## src/rtl/mult_share_sched_if.sv

```systemverilog
// Requester/result bundle for the shared multiplier scheduler.
// slave = scheduler side, master = requesters plus result consumer.
interface mult_share_sched_if #(
    parameter int WIDTH = 8,
    parameter int N_REQ = 4
);
    localparam int ID_W = ($clog2(N_REQ) > 0) ? $clog2(N_REQ) : 1;

    logic                   en;
    logic [N_REQ-1:0]       req_valid;
    logic [N_REQ*WIDTH-1:0] req_a;
    logic [N_REQ*WIDTH-1:0] req_b;
    logic [N_REQ-1:0]       req_ready;
    logic                   res_valid;
    logic                   res_ready;
    logic [2*WIDTH-1:0]     res_data;
    logic [ID_W-1:0]        res_id;
    logic                   busy;

    modport slave (
        input  en, req_valid, req_a, req_b, res_ready,
        output req_ready, res_valid, res_data, res_id, busy
    );

    modport master (
        output en, req_valid, req_a, req_b, res_ready,
        input  req_ready, res_valid, res_data, res_id, busy
    );
endinterface

```

## src/rtl/mult_share_sched.sv

```systemverilog
// Round-robin scheduler sharing one WIDTH-stage pipelined radix-2 Booth multiplier
// among N_REQ requesters; tagged results return in issue order through a credit-guarded FIFO.
module mult_share_sched #(
    parameter int WIDTH      = 8,
    parameter int N_REQ      = 4,
    parameter int FIFO_DEPTH = 4
) (
    input  logic              clk,
    input  logic              rst_n,
    mult_share_sched_if.slave bus
);
    localparam int ID_W  = ($clog2(N_REQ) > 0) ? $clog2(N_REQ) : 1;
    localparam int PW    = 2 * WIDTH;
    localparam int CNT_W = $clog2(FIFO_DEPTH + 1);
    localparam int PTR_W = (FIFO_DEPTH > 1) ? $clog2(FIFO_DEPTH) : 1;
    localparam int OCC_W = $clog2(FIFO_DEPTH + WIDTH + 2);

    logic                init_q, init_d;
    logic [ID_W-1:0]     ptr_q, ptr_d;
    logic [ID_W-1:0]     grant_id;
    logic [ID_W-1:0]     cand;
    logic                issue;
    logic [N_REQ-1:0]    req_ready;
    logic [WIDTH-1:0]    mul_a, mul_b;
    logic [OCC_W-1:0]    inflight, used;

    logic [WIDTH-1:0]    tag_vld_q, tag_vld_d;
    logic [ID_W-1:0]     tag_id_q [WIDTH];
    logic [ID_W-1:0]     tag_id_d [WIDTH];

    logic [PW-1:0]       acc_q [WIDTH];
    logic [PW-1:0]       acc_d [WIDTH];
    logic [WIDTH-1:0]    opa_q [WIDTH];
    logic [WIDTH-1:0]    opa_d [WIDTH];
    logic [WIDTH-1:0]    opb_q [WIDTH];
    logic [WIDTH-1:0]    opb_d [WIDTH];

    logic [PW-1:0]       mem_data_q [FIFO_DEPTH];
    logic [ID_W-1:0]     mem_id_q [FIFO_DEPTH];
    logic [PTR_W-1:0]    wr_ptr_q, wr_ptr_d, rd_ptr_q, rd_ptr_d;
    logic [CNT_W-1:0]    mem_count_q, mem_count_d;
    logic                res_valid_q, res_valid_d;
    logic [PW-1:0]       res_data_q, res_data_d;
    logic [ID_W-1:0]     res_id_q, res_id_d;
    logic                push, pop, load;
    logic [PW-1:0]       push_data;
    logic [ID_W-1:0]     push_id;

    // Occupancy counts the output register too, so credit covers every slot a product can land in.
    always_comb begin
        inflight = '0;
        for (int k = 0; k < WIDTH; k++) begin
            inflight = inflight + OCC_W'(tag_vld_q[k]);
        end
        used = inflight + OCC_W'(mem_count_q) + OCC_W'(res_valid_q);
    end

    always_comb begin
        init_d    = 1'b1;
        grant_id  = '0;
        cand      = '0;
        issue     = 1'b0;
        req_ready = '0;
        mul_a     = '0;
        mul_b     = '0;
        ptr_d     = ptr_q;
        if (init_q && bus.en && (used < OCC_W'(FIFO_DEPTH))) begin
            // Walk downward so the candidate closest to ptr is the one left standing.
            for (int off = N_REQ - 1; off >= 0; off--) begin
                cand = ID_W'((int'(ptr_q) + off) % N_REQ);
                if (bus.req_valid[cand]) begin
                    issue    = 1'b1;
                    grant_id = cand;
                end
            end
        end
        if (issue) begin
            req_ready[grant_id] = 1'b1;
            mul_a = bus.req_a[grant_id*WIDTH +: WIDTH];
            mul_b = bus.req_b[grant_id*WIDTH +: WIDTH];
            ptr_d = (grant_id == ID_W'(N_REQ - 1)) ? '0 : grant_id + 1'b1;
        end
    end

    always_comb begin
        tag_vld_d[0] = issue;
        tag_id_d[0]  = grant_id;
        for (int k = 1; k < WIDTH; k++) begin
            tag_vld_d[k] = tag_vld_q[k-1];
            tag_id_d[k]  = tag_id_q[k-1];
        end
    end

    // Booth stage k adds (a[k-1] - a[k]) * b * 2^k; a_ext carries the implicit a[-1] = 0.
    always_comb begin
        logic [WIDTH-1:0] a_src;
        logic [WIDTH-1:0] b_src;
        logic [WIDTH:0]   a_ext;
        logic [PW-1:0]    acc_src;
        logic [PW-1:0]    b_sh;
        a_src   = '0;
        b_src   = '0;
        a_ext   = '0;
        acc_src = '0;
        b_sh    = '0;
        for (int k = 0; k < WIDTH; k++) begin
            if (k == 0) begin
                a_src   = mul_a;
                b_src   = mul_b;
                acc_src = '0;
            end else begin
                a_src   = opa_q[k-1];
                b_src   = opb_q[k-1];
                acc_src = acc_q[k-1];
            end
            a_ext = {a_src, 1'b0};
            b_sh  = {{WIDTH{b_src[WIDTH-1]}}, b_src} << k;
            acc_d[k] = acc_src;
            case ({a_ext[k+1], a_ext[k]})
                2'b01:   acc_d[k] = acc_src + b_sh;
                2'b10:   acc_d[k] = acc_src - b_sh;
                default: acc_d[k] = acc_src;
            endcase
            opa_d[k] = a_src;
            opb_d[k] = b_src;
        end
    end

    always_ff @(posedge clk) begin
        for (int k = 0; k < WIDTH; k++) begin
            acc_q[k] <= acc_d[k];
            opa_q[k] <= opa_d[k];
            opb_q[k] <= opb_d[k];
        end
    end

    assign push      = tag_vld_q[WIDTH-1];
    assign push_id   = tag_id_q[WIDTH-1];
    assign push_data = acc_q[WIDTH-1];

    // The output register is the FIFO head; entries reach it one cycle after landing in storage.
    always_comb begin
        pop         = res_valid_q & bus.res_ready;
        load        = (~res_valid_q | pop) & (mem_count_q != '0);
        wr_ptr_d    = wr_ptr_q;
        rd_ptr_d    = rd_ptr_q;
        mem_count_d = mem_count_q;
        res_valid_d = res_valid_q;
        res_data_d  = res_data_q;
        res_id_d    = res_id_q;
        if (push) begin
            wr_ptr_d = (wr_ptr_q == PTR_W'(FIFO_DEPTH - 1)) ? '0 : wr_ptr_q + 1'b1;
        end
        if (load) begin
            rd_ptr_d    = (rd_ptr_q == PTR_W'(FIFO_DEPTH - 1)) ? '0 : rd_ptr_q + 1'b1;
            res_valid_d = 1'b1;
            res_data_d  = mem_data_q[rd_ptr_q];
            res_id_d    = mem_id_q[rd_ptr_q];
        end else if (pop) begin
            res_valid_d = 1'b0;
        end
        case ({push, load})
            2'b10:   mem_count_d = mem_count_q + 1'b1;
            2'b01:   mem_count_d = mem_count_q - 1'b1;
            default: mem_count_d = mem_count_q;
        endcase
    end

    always_ff @(posedge clk) begin
        if (push) begin
            mem_data_q[wr_ptr_q] <= push_data;
            mem_id_q[wr_ptr_q]   <= push_id;
        end
    end

    always_ff @(posedge clk or negedge rst_n) begin
        if (!rst_n) begin
            init_q      <= 1'b0;
            ptr_q       <= '0;
            tag_vld_q   <= '0;
            for (int k = 0; k < WIDTH; k++) begin
                tag_id_q[k] <= '0;
            end
            wr_ptr_q    <= '0;
            rd_ptr_q    <= '0;
            mem_count_q <= '0;
            res_valid_q <= 1'b0;
            res_data_q  <= '0;
            res_id_q    <= '0;
        end else begin
            init_q      <= init_d;
            ptr_q       <= ptr_d;
            tag_vld_q   <= tag_vld_d;
            for (int k = 0; k < WIDTH; k++) begin
                tag_id_q[k] <= tag_id_d[k];
            end
            wr_ptr_q    <= wr_ptr_d;
            rd_ptr_q    <= rd_ptr_d;
            mem_count_q <= mem_count_d;
            res_valid_q <= res_valid_d;
            res_data_q  <= res_data_d;
            res_id_q    <= res_id_d;
        end
    end

    a_no_overflow: assert property (@(posedge clk) disable iff (!rst_n)
        !(push && (mem_count_q == CNT_W'(FIFO_DEPTH))));

    assign bus.req_ready = req_ready;
    assign bus.res_valid = res_valid_q;
    assign bus.res_data  = res_data_q;
    assign bus.res_id    = res_id_q;
    assign bus.busy      = (|tag_vld_q) | (mem_count_q != '0) | res_valid_q;
endmodule

```

## src/flat_wrapper.sv

```systemverilog
// flat-port wrapper written by rule: the top's interface ports become plain ports
module mult_share_sched_flat 
#(
    parameter int WIDTH      = 8,
    parameter int N_REQ      = 4,
    parameter int FIFO_DEPTH = 4
)
  (clk, rst_n, bus_en, bus_req_valid, bus_req_a, bus_req_b, bus_res_ready, bus_req_ready, bus_res_valid, bus_res_data, bus_res_id, bus_busy);
  mult_share_sched_if #(.WIDTH(WIDTH), .N_REQ(N_REQ)) bus_i ();
  input  logic clk;
  input  logic rst_n;
  input wire logic [$bits(bus_i.en)-1:0] bus_en;
  input wire logic [$bits(bus_i.req_valid)-1:0] bus_req_valid;
  input wire logic [$bits(bus_i.req_a)-1:0] bus_req_a;
  input wire logic [$bits(bus_i.req_b)-1:0] bus_req_b;
  input wire logic [$bits(bus_i.res_ready)-1:0] bus_res_ready;
  output wire logic [$bits(bus_i.req_ready)-1:0] bus_req_ready;
  output wire logic [$bits(bus_i.res_valid)-1:0] bus_res_valid;
  output wire logic [$bits(bus_i.res_data)-1:0] bus_res_data;
  output wire logic [$bits(bus_i.res_id)-1:0] bus_res_id;
  output wire logic [$bits(bus_i.busy)-1:0] bus_busy;
  assign bus_i.en = bus_en;
  assign bus_i.req_valid = bus_req_valid;
  assign bus_i.req_a = bus_req_a;
  assign bus_i.req_b = bus_req_b;
  assign bus_i.res_ready = bus_res_ready;
  assign bus_req_ready = bus_i.req_ready;
  assign bus_res_valid = bus_i.res_valid;
  assign bus_res_data = bus_i.res_data;
  assign bus_res_id = bus_i.res_id;
  assign bus_busy = bus_i.busy;
  mult_share_sched #(.WIDTH(WIDTH), .N_REQ(N_REQ), .FIFO_DEPTH(FIFO_DEPTH)) u_core (.clk(clk), .rst_n(rst_n), .bus(bus_i));
endmodule
```

## config.mk

```make
export PLATFORM = sky130hd
export DESIGN_NAME = mult_share_sched_flat
export DESIGN_NICKNAME = d
export VERILOG_FILES = /design/src/rtl/mult_share_sched_if.sv /design/src/rtl/mult_share_sched.sv /design/src/flat_wrapper.sv
export SDC_FILE = /design/constraint.sdc
export NUM_CORES = 1
export LEC_CHECK = 0
export ABC_AREA = 1
export CORE_MARGIN = 5
export CORE_UTILIZATION = 50
export CTS_CLUSTER_DIAMETER = 40
export DETAILED_ROUTE_END_ITERATION = 8
export MAX_ROUTING_LAYER = met4
export PLACE_DENSITY_LB_ADDON = 0.15
export SKIP_CTS_REPAIR_TIMING = 1
export SLEW_MARGIN = 25
export SYNTH_ARGS = -nofsm -noshare
export SYNTH_HDL_FRONTEND = slang
export SYNTH_SLANG_ARGS = --single-unit
```

## constraint.sdc

```tcl
create_clock -name clk -period 6.7 [get_ports clk]
set_clock_uncertainty 0.15 [all_clocks]
set_input_delay 1.675 -clock clk [delete_from_list [all_inputs] [get_ports clk]]
set_output_delay 1.675 -clock clk [all_outputs]
set_load 0.02 [all_outputs]
```

; ---- After elaboration in Yosys (flattened, before gate mapping)
; Memories as Yosys holds them, arrays and structs flattened. A register that Yosys moved wholly into a read port is not among the register bits.
; Cells that the tools add are included.
[op_classes]
addsub = 32
magnitude_cmp = 7
eq_ne = 19
n_shift = 2
n_mux = 39
bitwise = 6
reduce_logical = 9
[ops]
columns = operator, count
row1 = 16-bit one-hot mux with 2 select lines, 7
row2 = 16-bit adder, 7
row3 = 16-bit subtractor, 7
row4 = 32-bit by 6-bit variable part select with 8-bit output, 2
row5 = 4-bit by 1-bit adder with 4-bit output, 7
row6 = 2-bit equality test (second input constant), 11
row7 = 2-bit by 1-bit equality test with 1-bit output (second input constant), 8
row8 = 16-bit two-way mux, 1
row9 = 2-bit two-way mux, 8
row10 = 8-bit two-way mux, 2
row11 = 2-bit by 3-bit < comparator with 1-bit output (second input constant), 5
row12 = 1-bit two-way mux, 14
row13 = 1-bit by 8-bit subtractor with 9-bit output (first input constant), 1
row14 = 2-bit by 1-bit adder with 2-bit output (second input constant), 4
row15 = 1-bit binary-select mux with 2-bit select, 4
row16 = 8-bit OR reduction, 1
row17 = 3-bit one-hot mux with 2 select lines, 1
row18 = 2-bit adder (second input constant), 2
row19 = 4-bit by 3-bit adder with 4-bit output, 1
row20 = 4-bit by 3-bit < comparator with 1-bit output (second input constant), 1
row21 = 4-bit two-way mux, 1
row22 = 2-bit nonzero test, 2
row23 = 3-bit by 1-bit adder with 3-bit output (second input constant), 1
row24 = 1-bit logical AND, 3
row25 = other kinds (9), 13
[word_totals]
ff_bits = 35
ramBits = 328
in_bits = 72
wordCells = 134
mem_count = 5
[mem_list]
columns = memory, depth, word_bits, read_ports, rd_ports_with_merged_regs, wr, line
row1 = u_core.acc_q, 8, 16, 8, 0, 8, mult_share_sched.sv:31  ; logic [PW-1:0] acc_q [WIDTH];
row2 = u_core.mem_data_q, 4, 16, 1, 1, 1, mult_share_sched.sv:38  ; logic [PW-1:0] mem_data_q [FIFO_DEPTH];
row3 = u_core.opa_q, 8, 8, 7, 0, 8, mult_share_sched.sv:33  ; logic [WIDTH-1:0] opa_q [WIDTH];
row4 = u_core.opb_q, 8, 8, 7, 0, 8, mult_share_sched.sv:35  ; logic [WIDTH-1:0] opb_q [WIDTH];
row5 = u_core.mem_id_q, 4, 2, 1, 1, 1, mult_share_sched.sv:39  ; logic [ID_W-1:0] mem_id_q [FIFO_DEPTH];

; ---- Longest topological paths before layout
[logic_depth]
ltp_word = 17
ltp_mapped = 29
mapped_depth_nobuf = 29

; ---- Worst setup path before layout
; No wires, ideal clock.
[synth_path]
path_kind = reg2out
start = reg u_core.tag_vld_q[0]
end = out bus_req_ready[0]
arrival_time_ns = 3.879
required_time_ns = 4.875
slack_ns = 0.996
stages_incl_launch_ff = 21
path_buffers = 3
path_cell_list = dfrtp_1 -> inv_1 -> ha_1 -> inv_1 -> fa_1 -> fa_1 -> fa_1 -> inv_1 -> ha_1 -> nand2_1 -> nand2_1 -> a21oi_1 -> nor2_1 -> nor2_8 -> nand3_4 -> buf_8 -> buf_6 -> buf_2 -> ha_1 -> inv_1 -> nor2_1
[synth_between]
elab_chain_cells = 17
word_cells_on_any_way = 19
[synth_rtl]
columns = item, line
row1 = start: declaration, mult_share_sched.sv:27  ; logic [WIDTH-1:0] tag_vld_q, tag_vld_d;
row2 = start signal: assignment, mult_share_sched.sv:193  ; tag_vld_q <= tag_vld_d;
row3 = 1-bit by 1-bit adder with 2-bit output *, mult_share_sched.sv:53  ; inflight = inflight + OCC_W'(tag_vld_q[k]);
row4 = 4-bit by 1-bit adder with 4-bit output * (6 in series), mult_share_sched.sv:53
row5 = 4-bit by 3-bit adder with 4-bit output *, mult_share_sched.sv:55  ; used = inflight + OCC_W'(mem_count_q) + OCC_W'(res_valid_q);
row6 = 4-bit by 1-bit adder with 4-bit output *, mult_share_sched.sv:55
row7 = 4-bit by 3-bit < comparator with 1-bit output *, mult_share_sched.sv:67  ; if (init_q && bus.en && (used < OCC_W'(FIFO_DEPTH))) begin
row8 = 1-bit logical AND *, mult_share_sched.sv:67
row9 = 2-bit two-way mux, mult_share_sched.sv:67
row10 = 2-bit by 3-bit < comparator with 1-bit output (not written as such) or 2-bit by 1-bit >= comparator with 1-bit output (tied branches), mult_share_sched.sv:78  ; req_ready[grant_id] = 1'b1;
row11 = 1-bit logical AND (not written as such), mult_share_sched.sv:78
row12 = 1-bit two-way mux (not written as such), mult_share_sched.sv:78
row13 = 1-bit demux with 2-bit select, --
row14 = 4-bit two-way mux *, mult_share_sched.sv:77  ; if (issue) begin
row15 = end: declaration, flat_wrapper.sv:17  ; output wire logic [$bits(bus_i.req_ready)-1:0] bus_req_ready;
; Every way passes the cells marked *; elsewhere a longest branch is shown, timed or not.

; ---- Worst setup path in the final report
; Ends and elaborated chain as after synthesis.

==> metrics.txt <==
num ports=96; Least-Margin Pin Slew=915 ps; Inserted Diodes=0; Final Hold Fails=0; Max FO, Critical Path=18; GRT Total Usage=0.185; Core Region=31500 µm²; Routed WL per cell=13.6 µm; Num CTS Buffers=42; Synth Flop Type=dfxtp_1; Crit path largest cell delay=490 ps; die area=35500 µm²; Synth async-reset ratio=0.157; synth warn=0; #FFs+latches synth=337; post-route ant nets=0; first-pass GRT wire length=54200 µm; Hold WC Path Type=register to register; syn nets=2029; vias=12100; Rel. slew slack=0.386; arrival time worst endpoint=4430 ps; port bufs=95; share of post-route cells with drive strength above 1=0.0800; critical path class=register to output port; vias in the first global route=11800; Root Driver=clkbuf_16; RSZ-0062 raised after global routing=no; initial antenna violation count=0; final period utilization=0.934; r2r startpoint=u_core.tag_vld_q[0]$_DFF_PN0_; Die Height=188 µm; hold slack=162 ps; Min-Delay Startpoint=u_core.acc_q[0][50]$_DFF_P_; Max Buffers Root-to-Sink=3; CP max stage cell=fa_1; FF-to-FF End=u_core.acc_q[0][4]$_SDFF_PN0_; Final Net Count=2136; Vias per Instance=5.07; maxcap violations=0; worst skew pair latency=540 ps; R2R setup slack=1920 ps; worst-case reg-to-reg path depth=24; element type at the critical path start=register; Cell variety after synth=56; fmax=160 MHz; dpl hpwl=23800 µm; drt initial violations=480; Syn Area/Cell=8.68 µm²; Mapped Area=15900 µm²; Max H-tree Level=2; Syn Inst Count=1835; CTS tree=built; Setup crit end kind=output port; WL final=32300 µm; TritonRoute pass-1 iters=7; Largest delay share family, worst path=adder cells; crit-path cells=inv_1 -> ha_1 -> inv_1 -> fa_1 -> fa_1 -> fa_1 -> inv_1 -> ha_1 -> nand2_1 -> nand2_1 -> nand2_1 -> nand3b_1 -> nand2_2 -> nor2_8 -> nand2_2 -> inv_1 -> nand2_4 -> ha_1 -> inv_1 -> nor2_1 -> dlymetal6s2s_1; Final Max Slew Viols=0; gr ovfl total=0; WHS Path Cells=0; WP buf/inv=6; initial core utilization=0.506; Post-synth EDFFs=72; Hold EP=u_core.acc_q[1][2]$_DFF_P_; Sink Count=337; DP Cell Count=2296; routability cong.=0.905; row count=65; Final Critical Period=6260 ps; CP required=4880 ps; register area share after synthesis=0.485; Worst-path clk slew=60 ps; outcome=finished, final reports clean; Crit path top cell by count=inv_1; largest net degree at the start of global routing=54; final setup vio count=0; Die X=188 µm; P&R area growth vs syn=17.4%; Post-route DRC=0; Non-Filler Instances=2378
[metal layers]
layer | track usage | up-vias | part of all wire
met5 | - | - | 0
met4 | 0.0499 | 0 | 0.023
met3 | 0.0263 | 54 | 0.039
met1 | 0.218 | 5457 | 0.43
li1 | - | 6274 | -
met2 | 0.333 | 268 | 0.51
[cell usage in the layout, fill, tap and decap left out, drive strengths merged, types with 72 or more instances in the layout]
cell,Yosys,layout
inv,229,239
nand3,73,73
dfxtp,212,212
ha,110,110
nor2,223,223
clkdlybuf4s50,0,90
o21ai,159,159
nand2,329,329
a21oi,113,113
edfxtp,72,72
[kinds of logic after synthesis]
kind of cell    count (synthesis)  synth area share
fa+ha+maj                     122             0.101
compound gates                346             0.122
buf+inv                       275            0.0697
flops                         337             0.485
simple gates                  698             0.190
xor+xnor                       56            0.0308
other cells                     1          0.000235
[flip-flops by register name, summed over array words and instances (netlist names)]
name                  count
u_core.acc_q            121
u_core.tag_vld_q          8
u_core.rd_ptr_q           2
u_core.ptr_q              2
u_core.bus.res_valid      1
u_core.opa_q             35
u_core.mem_count_q        3
u_core.bus.res_id         2
u_core.mem_data_q        64
u_core.mem_id_q           8
u_core.push_id            2
u_core.wr_ptr_q           2
u_core.bus.res_data      16
u_core.init_q             1
u_core.tag_id_d          14
u_core.opb_q             56
[area by class of cell]
type	instances	area [µm²]
sequential	337	7730
fill	2718	12800
clock inverter	26	272
clock buffer	52	1170
inverter	231	881
multi-input combinational	1223	7090
tap	402	503
timing repair buffer	107	1050
[per-stage QoR]
stage,cell area (µm²),setup WS (ps),utilization,setup TNS [ps]
final,18700,442,0.594,0
after global placement,17200,475,0.547,0
after CTS,18700,-154,0.593,-488
after global routing,18700,203,0.594,0
after detailed placement,17200,418,0.547,0
after floorplan,15900,996,-,0
[worst max-delay path by stage]
stage | startpoint | endpoint | cells after the start | slack [ps]
floorplan | u_core.tag_vld_q[0]$_DFF_PN0_ | bus_req_ready[0] | 20 | 1000
global placement | u_core.tag_vld_q[0]$_DFF_PN0_ | bus_req_ready[2] | 18 | 480
detailed placement | u_core.tag_vld_q[0]$_DFF_PN0_ | bus_req_ready[0] | 18 | 420
CTS | u_core.tag_vld_q[0]$_DFF_PN0_ | bus_req_ready[0] | 18 | -150
global route | u_core.tag_vld_q[0]$_DFF_PN0_ | bus_req_ready[0] | 19 | 200
finish | u_core.tag_vld_q[0]$_DFF_PN0_ | bus_req_ready[0] | 21 | 440
[worst register-to-register path: stages (launching register included)]
cell and delay (ps):
dfrtp_1 370, inv_1 50, ha_1 270, inv_1 50
fa_1 490, fa_1 420, fa_1 490, inv_1 40
ha_1 260, nand2_1 50, nand2_1 90, nand2_1 60
nand3b_1 100, nand2_2 100, nor2_8 180, nand2_2 90
a21oi_4 180, buf_4 260, nand3_1 130, nand3_2 120
ha_1 180, inv_1 60, nor2_2 240, nand3_1 110
a21oi_1 160
[cell usage after synthesis, drive strengths merged, types with 13 or more instances]
library cell	count	area (µm²)
dfrtp	53	1330
a21oi	113	611
edfxtp	72	2160
nor3	30	155
o21ai	159	803
xor2	38	333
ha	110	1380
dfxtp	212	4240
o31ai	14	105
or2	16	100
a31oi	30	188
nor2	223	876
xnor2	18	158
buf	13	116
nand3	73	440
nand2	329	1290
nand4	21	131
clkbuf	31	116
inv	229	870
Power is not shown: default switching activity piles up to over one toggle a cycle in this logic, so the estimate is an artifact.
